<file path="src/rtl/luna_ctrl_pkg.sv">
// rtl/luna_ctrl_pkg.sv - shared sequencer state type, legacy phase indices and dwell field helper
package luna_ctrl_pkg;

    typedef enum logic {
        IDLE = 1'b0,
        RUN  = 1'b1
    } seq_state_t;

    // Phase numbering inherited from the fixed four-phase controller
    localparam int PH_FETCH  = 0;
    localparam int PH_DECODE = 1;
    localparam int PH_EXEC   = 2;
    localparam int PH_WRBK   = 3;

    // Bit offset of dwell field idx inside the packed per-phase dwell vector
    function automatic int dwell_lsb(input int idx, input int width);
        return idx * width;
    endfunction

endpackage

</file>
<file path="src/rtl/phase_sequencer_if.sv">
// rtl/phase_sequencer_if.sv - control/status bundle between the core and the phase sequencer
interface phase_sequencer_if #(
    parameter int NUM_PHASES = 4,
    parameter int DWELL_W    = 4,
    parameter int CNT_W      = 16
);
    localparam int IDX_W = (NUM_PHASES > 1) ? $clog2(NUM_PHASES) : 1;

    logic                          en;
    logic                          step_mode;
    logic                          step_req;
    logic                          stall;
    logic [NUM_PHASES*DWELL_W-1:0] dwell_cfg;
    logic [NUM_PHASES-1:0]         phase_en;
    logic [IDX_W-1:0]              phase_idx;
    logic                          busy;
    logic                          cycle_done;
    logic [CNT_W-1:0]              cycle_count;

    // Core side: issues run/step/stall requests and consumes the stage enables
    modport master (
        output en, step_mode, step_req, stall, dwell_cfg,
        input  phase_en, phase_idx, busy, cycle_done, cycle_count
    );

    // Sequencer side
    modport slave (
        input  en, step_mode, step_req, stall, dwell_cfg,
        output phase_en, phase_idx, busy, cycle_done, cycle_count
    );

endinterface

</file>
<file path="src/rtl/phase_sequencer_dwell_counter.sv">
// rtl/phase_sequencer_dwell_counter.sv - per-phase dwell down-counter with load/decrement/hold
module phase_dwell_counter #(
    parameter int DWELL_W = 4
) (
    input  logic               clk,
    input  logic               rst_n,
    input  logic               i_load,
    input  logic               i_dec,
    input  logic [DWELL_W-1:0] i_load_val,
    output logic               o_zero
);

    logic [DWELL_W-1:0] r_count;

    // Load has priority so a phase entry always starts from its fresh dwell value
    always_ff @(posedge clk or negedge rst_n) begin
        if (!rst_n) begin
            r_count <= '0;
        end else if (i_load) begin
            r_count <= i_load_val;
        end else if (i_dec) begin
            r_count <= r_count - DWELL_W'(1);
        end
    end

    assign o_zero = (r_count == '0);

endmodule

</file>
<file path="src/rtl/phase_sequencer.sv">
// rtl/phase_sequencer.sv - one-hot multi-phase enable sequencer with dwell, stall, stop and single-step
import luna_ctrl_pkg::*;

module phase_sequencer #(
    parameter int NUM_PHASES = 4,
    parameter int DWELL_W    = 4,
    parameter int CNT_W      = 16
) (
    input  logic               clk,
    input  logic               rst,
    phase_sequencer_if.slave   bus
);

    localparam int IDX_W = (NUM_PHASES > 1) ? $clog2(NUM_PHASES) : 1;
    localparam logic [IDX_W-1:0] LAST_IDX  = IDX_W'(NUM_PHASES - 1);
    localparam logic [IDX_W-1:0] FIRST_IDX = IDX_W'(PH_FETCH);

    seq_state_t            r_state;
    logic [IDX_W-1:0]      r_phase_idx;
    logic [NUM_PHASES-1:0] r_phase_en;
    logic                  r_cycle_done;
    logic [CNT_W-1:0]      r_cycle_count;
    logic                  r_step_q;

    logic                  w_step_rise;
    logic                  w_start;
    logic                  w_dwell_zero;
    logic                  w_last;
    logic                  w_run_go;
    logic                  w_advance;
    logic                  w_continue;
    logic                  w_load;
    logic                  w_dec;
    logic [IDX_W-1:0]      w_load_idx;
    logic [DWELL_W-1:0]    w_load_val;

    assign w_step_rise = bus.step_req & ~r_step_q;
    assign w_start     = (r_state == IDLE) & bus.en & (~bus.step_mode | w_step_rise);
    assign w_last      = (r_phase_idx == LAST_IDX);
    assign w_run_go    = (r_state == RUN) & ~bus.stall;
    assign w_advance   = w_run_go & w_dwell_zero & ~w_last;
    assign w_continue  = w_run_go & w_dwell_zero & w_last & bus.en & ~bus.step_mode;
    assign w_load      = w_start | w_advance | w_continue;
    assign w_dec       = w_run_go & ~w_dwell_zero;

    // Index of the phase being entered; dwell is sampled only at that moment
    always_comb begin
        w_load_idx = FIRST_IDX;
        if (w_advance) begin
            w_load_idx = r_phase_idx + IDX_W'(1);
        end
        w_load_val = bus.dwell_cfg[dwell_lsb(int'(w_load_idx), DWELL_W) +: DWELL_W];
    end

    phase_dwell_counter #(
        .DWELL_W (DWELL_W)
    ) u_dwell (
        .clk        (clk),
        .rst_n      (rst),
        .i_load     (w_load),
        .i_dec      (w_dec),
        .i_load_val (w_load_val),
        .o_zero     (w_dwell_zero)
    );

    // Sequencer FSM: start, phase rotation, cycle completion and stop decisions
    always_ff @(posedge clk or negedge rst) begin
        if (!rst) begin
            r_state       <= IDLE;
            r_phase_idx   <= '0;
            r_phase_en    <= '0;
            r_cycle_done  <= 1'b0;
            r_cycle_count <= '0;
            r_step_q      <= 1'b0;
        end else begin
            r_step_q     <= bus.step_req;
            r_cycle_done <= 1'b0;
            case (r_state)
                IDLE: begin
                    if (w_start) begin
                        r_state     <= RUN;
                        r_phase_idx <= FIRST_IDX;
                        r_phase_en  <= NUM_PHASES'(1);
                    end
                end
                RUN: begin
                    if (w_run_go && w_dwell_zero) begin
                        if (!w_last) begin
                            r_phase_idx <= w_load_idx;
                            r_phase_en  <= r_phase_en << 1;
                        end else begin
                            // Cycle boundary: en and step_mode are only looked at here
                            r_cycle_done  <= 1'b1;
                            r_cycle_count <= r_cycle_count + CNT_W'(1);
                            r_phase_idx   <= FIRST_IDX;
                            if (bus.en && !bus.step_mode) begin
                                r_phase_en <= NUM_PHASES'(1);
                            end else begin
                                r_state    <= IDLE;
                                r_phase_en <= '0;
                            end
                        end
                    end
                end
                default: r_state <= IDLE;
            endcase
        end
    end

    assign bus.phase_en    = r_phase_en;
    assign bus.phase_idx   = r_phase_idx;
    assign bus.busy        = (r_state == RUN);
    assign bus.cycle_done  = r_cycle_done;
    assign bus.cycle_count = r_cycle_count;

endmodule

</file>
<file path="src/flat_wrapper.sv">
// flat-port wrapper written by rule: the top's interface ports become plain ports
module phase_sequencer_flat 
#(
    parameter int NUM_PHASES = 4,
    parameter int DWELL_W    = 4,
    parameter int CNT_W      = 16
)
  (clk, rst, bus_en, bus_step_mode, bus_step_req, bus_stall, bus_dwell_cfg, bus_phase_en, bus_phase_idx, bus_busy, bus_cycle_done, bus_cycle_count);
  phase_sequencer_if #(.NUM_PHASES(NUM_PHASES), .DWELL_W(DWELL_W), .CNT_W(CNT_W)) bus_i ();
  input  logic clk;
  input  logic rst;
  input wire logic [$bits(bus_i.en)-1:0] bus_en;
  input wire logic [$bits(bus_i.step_mode)-1:0] bus_step_mode;
  input wire logic [$bits(bus_i.step_req)-1:0] bus_step_req;
  input wire logic [$bits(bus_i.stall)-1:0] bus_stall;
  input wire logic [$bits(bus_i.dwell_cfg)-1:0] bus_dwell_cfg;
  output wire logic [$bits(bus_i.phase_en)-1:0] bus_phase_en;
  output wire logic [$bits(bus_i.phase_idx)-1:0] bus_phase_idx;
  output wire logic [$bits(bus_i.busy)-1:0] bus_busy;
  output wire logic [$bits(bus_i.cycle_done)-1:0] bus_cycle_done;
  output wire logic [$bits(bus_i.cycle_count)-1:0] bus_cycle_count;
  assign bus_i.en = bus_en;
  assign bus_i.step_mode = bus_step_mode;
  assign bus_i.step_req = bus_step_req;
  assign bus_i.stall = bus_stall;
  assign bus_i.dwell_cfg = bus_dwell_cfg;
  assign bus_phase_en = bus_i.phase_en;
  assign bus_phase_idx = bus_i.phase_idx;
  assign bus_busy = bus_i.busy;
  assign bus_cycle_done = bus_i.cycle_done;
  assign bus_cycle_count = bus_i.cycle_count;
  phase_sequencer #(.NUM_PHASES(NUM_PHASES), .DWELL_W(DWELL_W), .CNT_W(CNT_W)) u_core (.clk(clk), .rst(rst), .bus(bus_i));
endmodule
</file>
<file path="config.mk">
export PLATFORM = sky130hd
export DESIGN_NAME = phase_sequencer_flat
export DESIGN_NICKNAME = d
export VERILOG_FILES = /design/src/rtl/luna_ctrl_pkg.sv /design/src/rtl/phase_sequencer_if.sv /design/src/rtl/phase_sequencer_dwell_counter.sv /design/src/rtl/phase_sequencer.sv /design/src/flat_wrapper.sv
export SDC_FILE = /design/constraint.sdc
export NUM_CORES = 1
export LEC_CHECK = 0
export CORE_UTILIZATION = 50
export CTS_CLUSTER_SIZE = 40
export DETAILED_ROUTE_END_ITERATION = 12
export PLACE_DENSITY = 0.92
export SKIP_CTS_REPAIR_TIMING = 1
export SYNTH_ARGS = -nofsm -noshare
export SYNTH_HDL_FRONTEND = slang
export SYNTH_HIERARCHICAL = 1
export SYNTH_SLANG_ARGS = --single-unit
export TNS_END_PERCENT = 10
</file>
<file path="constraint.sdc">
create_clock -name clk -period 6.67 [get_ports clk]
set_clock_uncertainty 0.2 [all_clocks]
set_input_delay 1.0005 -clock clk [delete_from_list [all_inputs] [get_ports clk]]
set_output_delay 1.0005 -clock clk [all_outputs]
set_load 0.05 [all_outputs]
</file>
* Word level (Yosys, flattened, before mapping) *
Cells that the tools add are included.
Widths: inputs -> output; s select.

storage, ports and cells
  output and inout bits = 24
  input bits = 22
  logic and storage cells = 60
  flip-flop bits (word level) = 29

operators by class
  reductions and logical operators = 7
  equal/unequal tests = 3
  add/subtract/negate cells = 3
  muxes and demuxes = 20
  bitwise operators = 19
  shifts and indexed selects = 1

operators with widths
  cell                   number
  $mux 4                 5
  $add 16x1->16 const B  1
  $shiftx 16x5->4        1
  $and 1x1->1            10
  $mux 1                 8
  $mux 2                 4
  $pmux 4 s2             1
  $not 1->1              6
  $logic_not 4->1        1
  $pmux 2 s2             1
  $sub 4x1->4 const B    1
  $or 1x1->1             3
  $reduce_and 3->1       1
  $add 2x1->2 const B    1
  $eq 2x2->1 const B     1
  $logic_and 1x1->1      2
  $ne 2x1->1 const B     1
  $ne 2x2->1 const B     1
  $pmux 1 s2             1
  $reduce_and 2->1       1
  $reduce_bool 2->1      1
  $logic_not 1->1        1

* Depth between registers and ports, before layout *
  word-level depth = 8
  mapped depth = 10
  mapped depth without buffers = 9

* By module *
Netlist, hierarchy kept.

by module, submodules not included
  module               times used  cells each  area an instance (um^2)  seq. area each (um^2)
  phase_sequencer      1           123         1301.2                   625.6
  phase_dwell_counter  1           21          230.2                    100.1

* Least setup slack after synthesis *
OpenSTA, ideal clock, no wires.

  path kind = input -> register
  start = in bus_stall
  end = reg u_core.r_cycle_count[14], in the netlist u_core/bus.cycle_count[14]
  cell stages on the path = 7
  arrival time = 1983 ps
  path buffers = 1
  data required time = 6329 ps
  setup slack = 4345 ps
  setup time = 141 ps
  cell sequence = and3b_1 > buf_6 > nand2_4 > inv_6 > and4_4 > nand4_1 > xnor2_1

on the way
  word-level cells in the longest chain between the ends = 4

RTL lines
  element                            RTL line               source
  start, declared                    flat_wrapper.sv:15     input wire logic [$bits(bus_i.stall)-1:0] bus_stall;
  $not 1->1                          phase_sequencer.sv:40  assign w_run_go = (r_state == RUN) & ~bus.stall;
  $and 1x1->1                        phase_sequencer.sv:40
  $logic_and 1x1->1                  phase_sequencer.sv:87  if (w_run_go && w_dwell_zero) begin
  $reduce_and 3->1 (no source line)  n/a
  end signal, assigned               phase_sequencer.sv:94  r_cycle_count <= r_cycle_count + CNT_W'(1);
  end, declared                      phase_sequencer.sv:22  logic [CNT_W-1:0] r_cycle_count;

No other way between the ends.
A chain may end at the register's enable or synchronous reset.

* Final worst setup path *
  start = reg u_core.r_phase_idx[0], in the netlist u_core/bus.phase_idx[0]
  end = out bus_phase_idx[0]

RTL lines
  element                 RTL line               source
  start, declared         phase_sequencer.sv:19  logic [IDX_W-1:0] r_phase_idx;
  start signal, assigned  phase_sequencer.sv:89  r_phase_idx <= w_load_idx;
  end, declared           flat_wrapper.sv:18     output wire logic [$bits(bus_i.phase_idx)-1:0] bus_phase_idx;

No word-level cell between the ends.

==> flow_metrics.env <==
export IMPL_grt_antenna_before_repair=0
export IMPL_grt_pass1_wl_um=5770
export IMPL_power_leakage_nw=0.950
export IMPL_syn_nets=170
export IMPL_hpwl_um=2670
export IMPL_yosysWarnings=6
export IMPL_cts_buffers_inserted=5
export IMPL_core_area_mm2=0.00283
export IMPL_ant_nets=0
export IMPL_grtUsageTotal_pct=23.1
export IMPL_worst_slew_pin_slew_ns=0.566
export IMPL_p_comb_share_pct=41.3
export IMPL_path_max_fanout=9
export IMPL_required_ns=5.47
export IMPL_p_clk_share_pct=21.7
export IMPL_dp_slack_ns=3.71
export IMPL_rsz0062_at_grt="no"
export IMPL_fin_util_pct=74.2
export IMPL_synth_seq_area_share_pct=47.4
export IMPL_root_buffer="clkbuf_4"
export IMPL_port_buffers=45
export IMPL_synthToLayoutAreaGrowth_pct=37.0
export IMPL_num_antenna_cells=0
export IMPL_hold_class="flop to flop"
export IMPL_slew_headroom_pct=62.0
export IMPL_switchingPower_mw=0.265
export IMPL_die_y_um=57.3
export IMPL_slew_violations=0
export IMPL_finalNetCount=221
export IMPL_crit_chain="clkdlybuf4s50_1"
export IMPL_tritoncts="done"
export IMPL_finalCritPeriodShare_pct=43.9
export IMPL_drt_total_wl_um=3500
export IMPL_ys_types=34
export IMPL_max_clock_freq_mhz=342
export IMPL_yosysTopAreaCell="dfrtp_1"
export IMPL_synth_cell_area_mm2=0.00153
export IMPL_fin_crit_ns=2.93
export IMPL_synth_top_area_share_pct=47.4
export IMPL_fillers=189
export IMPL_post_route_drc_count=3
export IMPL_power_share_switching_pct=38.9
export IMPL_cp_slowest_cell="clkdlybuf4s50_1"
export IMPL_synth_area_leaders="dfrtp_1, xnor2_1, xor2_1"
export IMPL_gp_congestion=0.779
export IMPL_holdWs_ns=0.273
export IMPL_path_buf_inv=1
export IMPL_drive_gt1_share_pct=9.18
export IMPL_syn_avg_cell_area_um2=10.6
export IMPL_synthFlopType="dfrtp_1"
export IMPL_first_global_vias=1324
export IMPL_grt_max_degree=30
export IMPL_die_x_um=57.3
export IMPL_clk_path_buf_depth=2
export IMPL_tns_ns=0
export IMPL_maxCapViolCount=0
export IMPL_synth_edf_count=0
export IMPL_rows=19
export IMPL_p_per_area_mw_per_mm2=325
export IMPL_die_area_mm2=0.00329
export IMPL_cts_clk_slew_worst_paths_ns=0.09
export IMPL_cts_sinks=29
export IMPL_synthArstFlopShare_pct=100
export IMPL_max_stage_delay_ns=0.87
export IMPL_dr_pass1_iters=9
export IMPL_io_pins=46
export IMPL_path_delay_family="buffers and inverters"
export IMPL_final_setup_viol_count=0
export IMPL_outcome="complete, but fails checks"
export IMPL_postSynthCellCount=144
export IMPL_failed_checks="design-rule violations"
export IMPL_insertion_delay_ns=0.32
export IMPL_vdd_drop_max_uv=299
export IMPL_hold_viol=0
export IMPL_cp_end_kind="primary output"
export IMPL_total_power_mw=0.682
export IMPL_cp_start_kind="flop"
export IMPL_first_iter_violations=56
export IMPL_via_per_inst=5.82
export IMPL_grt_overflow_total=0
export IMPL_ys_ff_latch=29
export IMPL_htreeDepth=2
export IMPL_arrival_ns=1.73
export IMPL_initial_core_util_pct=54.1
export IMPL_crit_type="flop to primary output"
export IMPL_vias=1321
export IMPL_post_drt_wl_per_cell_um=15.4
export IMPL_worst_slack_ns=3.74
export IMPL_power_frac_seq_pct=37.0
export IMPL_internal_power_mw=0.417
-- cell families after synthesis --
kind of cell | synth area share, %
compound gates | 8.33
xor+xnor | 10.3
fa+ha+maj | 3.27
buf+inv | 2.78
flops | 47.4
mux | 4.08
simple gates | 23.9
-- layout by cell type, fill, tap and decap left out, drive strengths merged, types with 2 or more instances in the layout --
| master | count |
|---|---|
| clkdlybuf4s50 | 45 |
| dfrtp | 29 |
| nand2 | 15 |
| o21ai | 10 |
| xnor2 | 10 |
| nor2 | 9 |
| xor2 | 8 |
| clkbuf | 7 |
| nand3 | 6 |
| inv | 6 |
| mux2i | 4 |
| o22ai | 4 |
| a221oi | 4 |
| ha | 4 |
| nand4 | 4 |
| and4 | 4 |
| nand2b | 3 |
| and3 | 3 |
| nand4b | 3 |
| nor3 | 2 |
| a21oi | 2 |
| or2 | 2 |
| nor3b | 2 |
| mux2 | 2 |
-- per-layer routing --
metal | vias up | GRT usage (%) | share of wire (%)
met5 | - | 0 | 0
met4 | 0 | 12.9 | 1.9
met3 | 6 | 4.54 | 4.3
met2 | 48 | 39.9 | 52
met1 | 646 | 26.8 | 42
li1 | 621 | - | -
-- path summary, 6_finish.rpt --
path,from,endpoint,slack [ns],depth (start not counted)
setup / recovery,u_core/bus.phase_idx[0],bus_phase_idx[0],3.74,1
hold reg to reg,u_core/bus.cycle_count[15],u_core/bus.cycle_count[15],0.27,1
setup reg to reg,u_core/u_dwell/r_count[0],u_core/u_dwell/r_count[3],4.05,7
min in group asynchronous,rst,u_core/bus.phase_en[0],0.85,2
max in group asynchronous,rst,u_core/u_dwell/r_count[1],5.14,2
hold / removal,u_core/bus.cycle_count[15],u_core/bus.cycle_count[15],0.27,1
-- through the flow --
| step | std cells | area [um^2] |
|---|---|---|
| 3_5_place_dp | 219 | 2010 |
| 4_1_cts | 227 | 2100 |
| 6_report | 227 | 2100 |
| 2_1_floorplan | 144 | 1530 |
| 5_1_grt | 227 | 2100 |
| 3_3_place_gp | 219 | 2010 |
-- registers in the layout, indices dropped and copies added (netlist names) --
signal                  cells
u_core/u_dwell/r_count      4
u_core/bus.phase_en         4
u_core/bus.phase_idx        2
u_core/bus.cycle_done       1
u_core/bus.cycle_count     16
u_core/r_step_q             1
u_core/bus.busy             1
-- cell type report --
type,instances,area (um^2),area share [%]
Multi-Input combinational cell,107,763,36.4
Sequential cell,29,726,34.6
Timing Repair Buffer,46,458,21.8
Clock buffer,7,55.1,2.62
Tap cell,31,38.8,1.85
Clock inverter,1,30.0,1.43
Inverter,6,27.5,1.31
-- cells in the mapped netlist, types with 2 or more instances --
master and instances:
nand2_1 14, o21ai_0 10, or2_2 2, nor3b_1 2
nand4b_1 3, mux2_2 2, ha_1 4, mux2i_1 4
o22ai_1 4, nand3_1 6, nor2_1 9, nand2b_1 3
a21oi_1 2, a221oi_1 4, nor3_1 2, xor2_1 8
inv_1 5, and4_1 3, dfrtp_1 29, nand4_1 3
and3_1 3, xnor2_1 10
-- power by group through the flow --
stage          clock, mW  sequential [mW]  combinational (mW)
2_1_floorplan          0            0.319               0.124
3_3_place_gp           0            0.251               0.270
3_5_place_dp           0            0.255               0.279
4_1_cts            0.152            0.252               0.281
5_1_grt            0.159            0.260               0.301
6_report           0.148            0.252               0.282
Note: power is estimated with default switching activity, not from simulation.
